$ cat src/rtl/mem_rw_sched.sv
// mem_rw_sched: weighted read/write arbitration of the single DDR burst engine with per-burst watchdog; MEM_SCHED_STAT_EN adds completion/abort counters.
module mem_rw_sched #(
    parameter int MEM_DATA_BITS = 256,
    parameter int ADDR_WIDTH    = 30,
    parameter int WR_WEIGHT     = 2,
    parameter int TIMEOUT_CYC   = 8000
) (
    input  logic                     ddr_clk_i,
    input  logic                     ddr_rst_i,
    input  logic                     rd_req_i,
    input  logic [7:0]               rd_len_i,
    input  logic [ADDR_WIDTH-1:0]    rd_addr_i,
    output logic                     rd_data_valid_o,
    output logic [MEM_DATA_BITS-1:0] rd_data_o,
    output logic                     rd_finish_o,
    input  logic                     wr_req_i,
    input  logic [7:0]               wr_len_i,
    input  logic [ADDR_WIDTH-1:0]    wr_addr_i,
    output logic                     wr_data_req_o,
    input  logic [MEM_DATA_BITS-1:0] wr_data_i,
    output logic                     wr_finish_o,
    output logic                     mem_rd_req_o,
    output logic [7:0]               mem_rd_len_o,
    output logic [ADDR_WIDTH-1:0]    mem_rd_addr_o,
    input  logic                     mem_rd_data_valid_i,
    input  logic [MEM_DATA_BITS-1:0] mem_rd_data_i,
    input  logic                     mem_rd_finish_i,
    output logic                     mem_wr_req_o,
    output logic [7:0]               mem_wr_len_o,
    output logic [ADDR_WIDTH-1:0]    mem_wr_addr_o,
    input  logic                     mem_wr_data_req_i,
    input  logic                     mem_wr_finish_i,
    output logic [MEM_DATA_BITS-1:0] mem_wr_data_o,
`ifdef MEM_SCHED_STAT_EN
    output logic [15:0]              stat_rd_cnt_o,
    output logic [15:0]              stat_wr_cnt_o,
    output logic [15:0]              stat_to_cnt_o,
`endif
    output logic                     timeout_o
);
    typedef enum logic [2:0] {IDLE, ARB, RD_BEGIN, RD_BUSY, RD_END, WR_BEGIN, WR_BUSY, WR_END} state_t;
    localparam logic [3:0]  WW = 4'(WR_WEIGHT);
    localparam logic [15:0] TO = 16'(TIMEOUT_CYC);
    state_t      state, nxt;
    logic [3:0]  wr_cnt;
    logic [15:0] cnt_timer;
    logic [1:0]  rd_fin_q, wr_fin_q;
    logic        rd_vld, wr_vld, active, timeout;
    assign rd_vld  = rd_req_i & (rd_len_i != 8'd0);
    assign wr_vld  = wr_req_i & (wr_len_i != 8'd0);
    assign active  = (state != IDLE) && (state != ARB);
    assign timeout = active && (cnt_timer > TO);
    assign timeout_o       = timeout;
    assign rd_finish_o     = state == RD_END;
    assign wr_finish_o     = state == WR_END;
    assign rd_data_valid_o = mem_rd_data_valid_i & (state == RD_BUSY);
    assign rd_data_o       = (state == RD_BUSY) ? mem_rd_data_i : '0;
    assign wr_data_req_o   = mem_wr_data_req_i & (state == WR_BUSY);
    assign mem_wr_data_o   = wr_data_i;
    always_comb begin
        nxt = state;
        case (state)
            IDLE:     nxt = ARB;
            ARB:      nxt = (wr_vld && (!rd_vld || wr_cnt < WW)) ? WR_BEGIN : rd_vld ? RD_BEGIN : ARB;
            RD_BEGIN: nxt = RD_BUSY;
            RD_BUSY:  nxt = rd_fin_q[1] ? RD_END : RD_BUSY;
            RD_END:   nxt = ARB;
            WR_BEGIN: nxt = WR_BUSY;
            WR_BUSY:  nxt = wr_fin_q[1] ? WR_END : WR_BUSY;
            WR_END:   nxt = ARB;
            default:  nxt = IDLE;
        endcase
        if (timeout) nxt = IDLE;
    end
    // finish is only accepted inside the matching BUSY state so stray pulses never leak into a later burst
    always_ff @(posedge ddr_clk_i) begin
        if (ddr_rst_i) begin
            state         <= IDLE;
            wr_cnt        <= '0;
            cnt_timer     <= '0;
            rd_fin_q      <= '0;
            wr_fin_q      <= '0;
            mem_rd_req_o  <= 1'b0;
            mem_rd_len_o  <= '0;
            mem_rd_addr_o <= '0;
            mem_wr_req_o  <= 1'b0;
            mem_wr_len_o  <= '0;
            mem_wr_addr_o <= '0;
        end else begin
            state     <= nxt;
            cnt_timer <= active ? cnt_timer + 16'd1 : '0;
            rd_fin_q  <= {rd_fin_q[0], mem_rd_finish_i & (state == RD_BUSY)};
            wr_fin_q  <= {wr_fin_q[0], mem_wr_finish_i & (state == WR_BUSY)};
            if (state == RD_BEGIN) begin
                mem_rd_len_o  <= rd_len_i;
                mem_rd_addr_o <= rd_addr_i;
            end
            if (state == WR_BEGIN) begin
                mem_wr_len_o  <= wr_len_i;
                mem_wr_addr_o <= wr_addr_i;
            end
            mem_rd_req_o <= !timeout && (state == RD_BEGIN || (mem_rd_req_o && !(state == RD_BUSY && mem_rd_data_valid_i)));
            mem_wr_req_o <= !timeout && (state == WR_BEGIN || (mem_wr_req_o && !(state == WR_BUSY && mem_wr_data_req_i)));
            wr_cnt <= (state == RD_BEGIN) ? '0 : (state == WR_BEGIN && wr_cnt < WW) ? wr_cnt + 4'd1 : wr_cnt;
        end
    end
`ifdef MEM_SCHED_STAT_EN
    always_ff @(posedge ddr_clk_i) begin
        if (ddr_rst_i) begin
            stat_rd_cnt_o <= '0;
            stat_wr_cnt_o <= '0;
            stat_to_cnt_o <= '0;
        end else begin
            if (state == RD_END && stat_rd_cnt_o != 16'hFFFF) stat_rd_cnt_o <= stat_rd_cnt_o + 16'd1;
            if (state == WR_END && stat_wr_cnt_o != 16'hFFFF) stat_wr_cnt_o <= stat_wr_cnt_o + 16'd1;
            if (timeout && stat_to_cnt_o != 16'hFFFF) stat_to_cnt_o <= stat_to_cnt_o + 16'd1;
        end
    end
`endif
endmodule
$ cat config.mk
export PLATFORM = sky130hd
export DESIGN_NAME = mem_rw_sched
export DESIGN_NICKNAME = d
export VERILOG_FILES = /design/src/rtl/mem_rw_sched.sv
export SDC_FILE = /design/constraint.sdc
export NUM_CORES = 1
export LEC_CHECK = 0
export CAP_MARGIN = 20
export CORE_AREA = 5 5 456 458
export DETAILED_ROUTE_END_ITERATION = 8
export DIE_AREA = 0 0 461 463
export GPL_TIMING_DRIVEN = 1
export SLEW_MARGIN = 5
export SYNTH_ARGS = -nofsm -noshare
export SYNTH_HDL_FRONTEND = slang
export SYNTH_SLANG_ARGS = --single-unit
$ cat constraint.sdc
create_clock -name ddr_clk_i -period 2.7 [get_ports ddr_clk_i]
set_input_delay 0.81 -clock ddr_clk_i [delete_from_list [all_inputs] [get_ports ddr_clk_i]]
set_output_delay 0.81 -clock ddr_clk_i [all_outputs]
set_load 0.1 [all_outputs]
-- Yosys cells after proc, flatten, opt, wreduce, memory -nomap -nowiden
Index checks and enable logic that the tools add are counted.
- flip-flop bits (word level): 105
- input bits: 596
- output and inout port bits: 595
- $add $sub $neg: 2
- order comparisons: 2
- equal/unequal tests: 8
- mux-type cells: 6
- bitwise operators: 7
- reductions and logical operators: 25
- operators with widths (kind ; count):
    $mux W256 ; 1
    $pmux W3 S6 ; 1
    $add A16 B1 Y16 const B ; 1
    $gt A16 B13 Y1 const B ; 1
    $reduce_bool A8 Y1 ; 2
    $eq A3 B3 Y1 const B ; 4
    $logic_and A1 B1 Y1 ; 10
    $and A1 B1 Y1 ; 6
    $eq A3 B2 Y1 const B ; 2
    $mux W3 ; 2
    $reduce_or A2 Y1 ; 3
    $add A4 B1 Y4 const B ; 1
    $logic_not A1 Y1 ; 4
    $lt A4 B2 Y1 const B ; 1
    $eq A3 B1 Y1 const B ; 1
    $logic_not A3 Y1 ; 1
    $logic_or A1 B1 Y1 ; 3
    $ne A3 B1 Y1 const B ; 1
    $reduce_bool A3 Y1 ; 1
    $reduce_or A3 Y1 ; 1
    $mux W2 ; 1
    $mux W1 ; 1
    $not A1 Y1 ; 1

-- Logic depth before layout (Yosys ltp)
Gate-level depths: netlist (run 1).
- depth in word-level cells: 7
- gate-level depth with buffers: 6

-- Least setup slack after synthesis (run 1)
OpenSTA, ideal clock, no wires.
- kind: reg2out
- start point: reg state[2]
- end point: out rd_finish_o
- data arrival time: 2.753 ns
- setup slack: -0.863 ns
- stages on the path, launching flop included: 3
- buffers on the path: 1
- path through: dfxtp_1 -> buf_2 -> nor3b_1
- cells in the longest elaborated chain, start to end: 1
- ends and longest elaborated chain (item ; RTL line ; source):
    start: declaration ; 44 ; state_t state, nxt;
    start signal: assignment ; 90 ; state <= nxt;
    $eq A3 B3 Y1 ; 54 ; assign rd_finish_o = state == RD_END;
    end: declaration ; 15 ; output logic rd_finish_o,
No other way between the ends.

-- Worst setup path in the final report (run 1)
- start point: reg state[2]
- end point: out rd_data_o[175]
- cells in the longest elaborated chain, start to end: 2
- ends and longest elaborated chain (item ; RTL line ; source):
    $eq A3 B2 Y1 ; 57 ; assign rd_data_o = (state == RD_BUSY) ? mem_rd_data_i : '0;
    $mux W256 ; 57 ;
    end: declaration ; 14 ; output logic [MEM_DATA_BITS-1:0] rd_data_o,
No other way between the ends.

==> flow_summary.toml, run 1 <==
[sta]
setup_slack_ns = -0.135
finalSetupViolCount = 173
slew_headroom = 0.410
drv_slew = 0
timing.fmax_mhz = 353
fin_crit_ns = 2.83
hold_violations = 0
rsz0062_at_grt = "yes"
finClkSkew_ns = 0.0273
worstMarginPinSlew_ns = 0.885
finalCritPeriodShare = 1.05

[synth]
synth_cell_type_count = 41
synth_common_cells = "and2_1 (258), buf_4 (258), nand2_1 (160)"
syn-cell-area_mm2 = 0.00763
synth_cells = 1033
synthArstFlopShare = 0
synth-seq-cells = 105
ys_top_cells_by_area = "dfxtp_1 (28%), buf_4 (25%), and2_1 (21%)"
synth_area_per_cell_um2 = 7.39
yosys.area.top_type = "dfxtp_1"
synth_top_area_share = 0.276
synth_seq_area_share = 0.276
ys_warn_count = 0
synthFlopType = "dfxtp_1"
synth-edff-count = 0
syn-num-nets = 1632

[power_and_ir_drop]
ir_drop_mv = 0.350
power_leakage_nw = 7.00
power.density_mw_per_mm2 = 351
p_total_mw = 7.09

[clock_network]
clockRootBuffer = "clkbuf_16"
clock_latency_ns = 0.39
cts_max_path_buffers = 2
cts_buffers = 9
htree_levels = 3
tritoncts = "done"
cts.sinks = 105
cts.clk_slew.worst_paths_ns = 0.08

[routing]
vias_per_cell = 2.30
drt_iter0_markers = 477
ant_nets = 0
drtPass1Iterations = 5
drc = 0
vias = 9693
postRouteWirelength_mm = 186
wire_per_inst_um = 44.3

[min_path]
holdCritPathClass = "reg2reg"

[worst_setup_path]
endpoint_kind = "primary output"
critPathMaxFanout = 8
r2r_slack_ns = 0.79
critPathArrivalTime_ns = 2.02
cp.required_ns = 1.89
worst-setup-path-type = "reg2out"
start_kind = "flip-flop"

[placed_design]
port_buffers = 678
gp_congestion = 0.956
dp.cells = 4141
dp_hpwl_mm = 175

[global_routing]
antenna_found_initial = 148
grt_pass1_wl_mm = 207
grt_max_degree = 49
gr-usage-all-layers = 0.166
grt_pass1_vias = 9182
grt_overflow = 0

[status]
failed_checks = "setup timing"
status = "finished with violations"

[cells_and_area]
layout-drive-gt1-share = 0.441
nets = 2088
area.growth.synth_to_final_pct = 165
n_fill_cell = 23482
stdcell_count = 4206

[floorplan]
dieArea_mm2 = 0.213
fp-row-count = 166
io_pins = 1191
fp.dieH_um = 463
initial_core_util = 0.0375
coreArea_mm2 = 0.204
die_w_um = 461

[job]
maxCapViolCount = 0
-- state kept, by name, summed over array words and instances (netlist names) --
| signal | count |
|---|---|
| wr_fin_q | 2 |
| wr_cnt | 4 |
| mem_wr_addr_o | 30 |
| rd_fin_q | 2 |
| cnt_timer | 16 |
| mem_wr_req_o | 1 |
| mem_rd_len_o | 8 |
| mem_rd_req_o | 1 |
| mem_rd_addr_o | 30 |
| state | 3 |
| mem_wr_len_o | 8 |
-- where the power goes --
| part | internal [mW] | total, mW | leakage, nW | switching (mW) |
|---|---|---|---|---|
| clock network | 0.736 | 1.44 | 0.147 | 0.705 |
| logic | 1.47 | 4.01 | 6.00 | 2.53 |
| registers | 1.60 | 1.64 | 0.850 | 0.0363 |
-- layer usage --
layer | track usage | wire length, um | vias up
met5 | 0 | 203 | -
li1 | - | - | 3929
met2 | 0.280 | 86600 | 1005
met4 | 0.0323 | 5430 | 30
met1 | 0.127 | 48900 | 4337
met3 | 0.185 | 45100 | 392
-- path summary, 6_finish.rpt --
check	startpoint	endpoint	depth (start not counted)
setup / recovery	state[2]	rd_data_o[175]	7
hold / removal	wr_fin_q[0]	wr_fin_q[1]	1
setup reg to reg	state[1]	mem_rd_len_o[0]	5
hold reg to reg	wr_fin_q[0]	wr_fin_q[1]	1
-- what timing repair did --
item,CTS,global route
pin swaps,19,5
hold endpoints to repair,0,0
gates resized for setup,196,70
cloned,6,6
hold buffers,0,0
setup buffers,13,5
endpoints found under the setup margin,238,237
-- cell families (layout without fill, tap and decap cells) --
kind of cell / Yosys count / in the layout / synth area share
AOI/OAI and AO/OA: 101 / 101 / 0.0694
xor gates and xnor gates: 11 / 11 / 0.0126
adders and majority gates: 3 / 3 / 0.00492
buffers and inverters: 325 / 786 / 0.290
DFF: 105 / 105 / 0.276
other: 0 / 24 / 0
and+or+nand+nor: 488 / 488 / 0.348
-- cells in the final DEF (no fill, tap or decap), types with 3 or more instances in the layout --
cell | Yosys | routed
a21oi_1 | 84 | 83
a31oi_1 | 3 | 3
and2_1 | 258 | 50
and2_2 | 0 | 10
and2_4 | 0 | 198
and3_1 | 3 | 3
buf_12 | 0 | 286
buf_16 | 0 | 9
buf_4 | 258 | 109
buf_6 | 0 | 12
clkbuf_16 | 0 | 15
clkdlybuf4s50_1 | 0 | 327
dfxtp_1 | 105 | 105
diode_2 | 0 | 24
dlygate4sd2_1 | 0 | 9
ha_1 | 3 | 3
inv_1 | 8 | 6
nand2_1 | 160 | 159
nand3_1 | 6 | 6
nand3b_1 | 3 | 3
nand4_1 | 5 | 5
nor2_1 | 16 | 15
nor2b_1 | 3 | 3
nor3_1 | 7 | 7
nor3b_1 | 4 | 3
nor4_1 | 3 | 3
o21ai_0 | 7 | 7
or3_1 | 3 | 3
or4_1 | 4 | 4
xnor2_1 | 4 | 4
xor2_1 | 7 | 7
-- metrics by stage --
step / TNS (ns) / hold slack [ns] / cell area (um^2) / setup slack [ns] / utilization
2_1_floorplan: 0 / 0.414 / 7640 / 0.0620 / -
3_3_place_gp: -2.22 / 0.433 / 18800 / -0.311 / 0.0922
3_5_place_dp: -2.05 / 0.429 / 18800 / -0.289 / 0.0922
4_1_cts: -22.47 / 0.446 / 19800 / -0.179 / 0.0974
5_1_grt: -24.97 / 0.466 / 20100 / -0.182 / 0.0989
6_report: -10.98 / 0.441 / 20200 / -0.135 / 0.0992
-- final cells by class --
class / count / area, um^2 / share of cell area
Sequential cell: 105 / 2100 / 0.104
Inverter: 8 / 33.8 / 0.00167
Clock inverter: 6 / 78.8 / 0.00390
Timing Repair Buffer: 762 / 10500 / 0.519
Antenna cell: 24 / 60.1 / 0.00297
Tap cell: 2688 / 3360 / 0.167
Clock buffer: 10 / 229 / 0.0113
Multi-Input combinational cell: 603 / 3840 / 0.190
-- worst max-delay path: stages (launching register included) --
cell and delay (ns):
dfxtp_1 0.31, and3b_4 0.31, buf_12 0.16, buf_12 0.18, clkbuf_16 0.18, and2_4 0.15, buf_12 0.12, buf_12 0.17
Note: power is estimated with default switching activity, not from simulation.
==> inputs of run 2 (changes only) <==
Settings changed: PLACE_DENSITY set to 0.3.
==> run 2 against run 1 <==
Effect of this change: the run still ends with setup timing left; power grew 0.59%; final cell count decreased by 0.17%; first-iteration DRC count fell by 30%; clock power is 8% higher; worst hold slack about the same; combinational power decreased by 2%; sequential power hardly changed; sequential cell count stayed put; fmax down 0.49%; routed wire length fell by 10%; critical path type unchanged.
==> flow_summary.toml, run 2 (synthesized netlist as in run 1, its figures left out) <==
[cells_and_area]
fin_area_mm2 = 0.0202
layout-drive-gt1-share = 0.432
area.growth.synth_to_final_pct = 165
reg_top3 = "mem_rd_addr_o (30), mem_wr_addr_o (30), cnt_timer (16)"
n_fill_cell = 23491
stdcell_count = 4199
nets = 2075
final_cell_mix = "clkdlybuf4s50_1 (333), buf_12 (282), and2_4 (192)"
final_common_cell = "clkdlybuf4s50_1"

[worst_setup_path]
start_kind = "flip-flop"
r2r_slack_ns = 0.67
ff2ff_path_depth = 6
cp.required_ns = 1.89
r2r_start = "state[2]"
rr_endpoint = "mem_rd_addr_o[23]"
endpoint_kind = "primary output"
critPathArrivalTime_ns = 2.04
worst-setup-path-type = "reg2out"
critPathMaxFanout = 12

[clock_network]
cts_max_path_buffers = 2
cts.clk_slew.worst_paths_ns = 0.09
tritoncts = "done"
htree_levels = 3
cts.sinks = 105
cts_buffers = 9
clock_latency_ns = 0.40
clockRootBuffer = "clkbuf_16"

[floorplan]
die_w_um = 461
dieArea_mm2 = 0.213
io_pins = 1191
initial_core_util = 0.0375
fp-row-count = 166
fp.dieH_um = 463
coreArea_mm2 = 0.204

[job]
maxCapViolCount = 0

[min_path]
hp-start = "wr_fin_q[0]"
hold_end = "wr_fin_q[1]"
holdCritPathClass = "reg2reg"
hold_depth = 1

[power_and_ir_drop]
seqPwrFrac = 0.230
p_total_mw = 7.13
p_sw_mw = 3.29
power.internal_mw = 3.84
power.density_mw_per_mm2 = 353
switching_share = 0.461
comb_power_share = 0.551
power_leakage_nw = 6.95
pwr-share-clk = 0.219
ir_drop_mv = 0.266

[sta]
finalCritPeriodShare = 1.06
drv_slew = 0
fin_crit_ns = 2.85
hold_violations = 0
worstMarginPinSlew_ns = 0.775
rsz0062_at_grt = "yes"
slew_headroom = 0.483
finalSetupViolCount = 221
timing.fmax_mhz = 351
finClkSkew_ns = 0.0226
fin_tns_setup_ns = -15.15
setup_slack_ns = -0.149

[global_routing]
grt_overflow = 0
grt_pass1_vias = 9193
antenna_found_initial = 134
grt_pass1_wl_mm = 187
grt_max_degree = 86
gr-usage-all-layers = 0.148

[status]
status = "finished with violations"
failed_checks = "setup timing"

[routing]
vias = 9261
drt_iter0_markers = 336
ant_nets = 0
vias_per_cell = 2.21
wire_per_inst_um = 39.7
postRouteWirelength_mm = 167
drtPass1Iterations = 4
drc = 0

[placed_design]
postPlaceCellArea_mm2 = 0.0186
gp_congestion = 0.931
dp_hpwl_mm = 153
dp.cells = 4124
pre_cts_slack_ns = -0.359
port_buffers = 678
run 2: cell types whose count changed in the layout (fill, tap and decap cells not counted), sizes merged:
cell	before	now
clkbuf	16	17
inv	8	10
clkinvlp	2	1
diode	24	30
clkdlybuf4s50	327	333
buf	418	403
dlymetal6s2s	2	1
dlygate4sd2	9	4
run 2: per-stage QoR:
step / hold slack, ns / util
2_1_floorplan: 0.414 / -
3_3_place_gp: 0.426 / 0.0912
3_5_place_dp: 0.424 / 0.0912
4_1_cts: 0.446 / 0.0963
5_1_grt: 0.460 / 0.0988
6_report: 0.440 / 0.0992
run 2: how the worst max path moves through the flow:
stage | slack, ns | from | cells after the start | to
floorplan | 0.06 | state[2] | 5 | rd_data_o[100]
global placement | -0.37 | mem_rd_data_i[253] | 4 | rd_data_o[253]
detailed placement | -0.36 | mem_rd_data_i[253] | 4 | rd_data_o[253]
CTS | -0.22 | state[2] | 6 | rd_data_o[63]
global route | -0.23 | state[2] | 6 | rd_data_o[131]
finish | -0.15 | state[2] | 6 | rd_data_o[85]
run 2: worst max-delay path, stage by stage (launching register included):
cell     delay, ns
dfxtp_2       0.33
and3b_4       0.33
buf_12        0.21
buf_4         0.18
buf_16        0.14
and2_1        0.19
buf_12        0.19
run 2: final cells by class:
class                      instances  area, um^2  share of cell area
tap                             2688        3360               0.167
timing repair buffer             749       10500               0.518
clock buffer                       9         225              0.0112
multi-input combinational        603        3830               0.190
antenna                           30        75.1             0.00372
sequential                       105        2100               0.104
clock inverter                     7         106             0.00527
inverter                           8        32.5             0.00161
run 2: layer usage:
layer / vias up / GRT usage / wire, um
met3: 385 / 0.172 / 41100
met4: 48 / 0.0431 / 6380
met1: 4070 / 0.107 / 41900
met2: 841 / 0.246 / 77100
met5: - / 0.00520 / 437
li1: 3917 / - / -
run 2: power by group through the flow:
stage / combinational (mW) / sequential, mW / clock (mW)
after global placement: 3.69 / 1.67 / 0
after global routing: 4.08 / 1.64 / 1.71
after detailed placement: 3.68 / 1.67 / 0
after floorplan: 3.22 / 2.01 / 0
after CTS: 3.89 / 1.64 / 1.68
final: 3.93 / 1.64 / 1.56
run 2: timing repair:
action | 4_1_cts | 5_1_grt
gates resized for setup | 169 | 97
setup buffers | 8 | 3
gates cloned | 8 | 11
pin swaps | 7 | 44
endpoints found under the setup margin | 252 | 258
hold buffers | 0 | 0
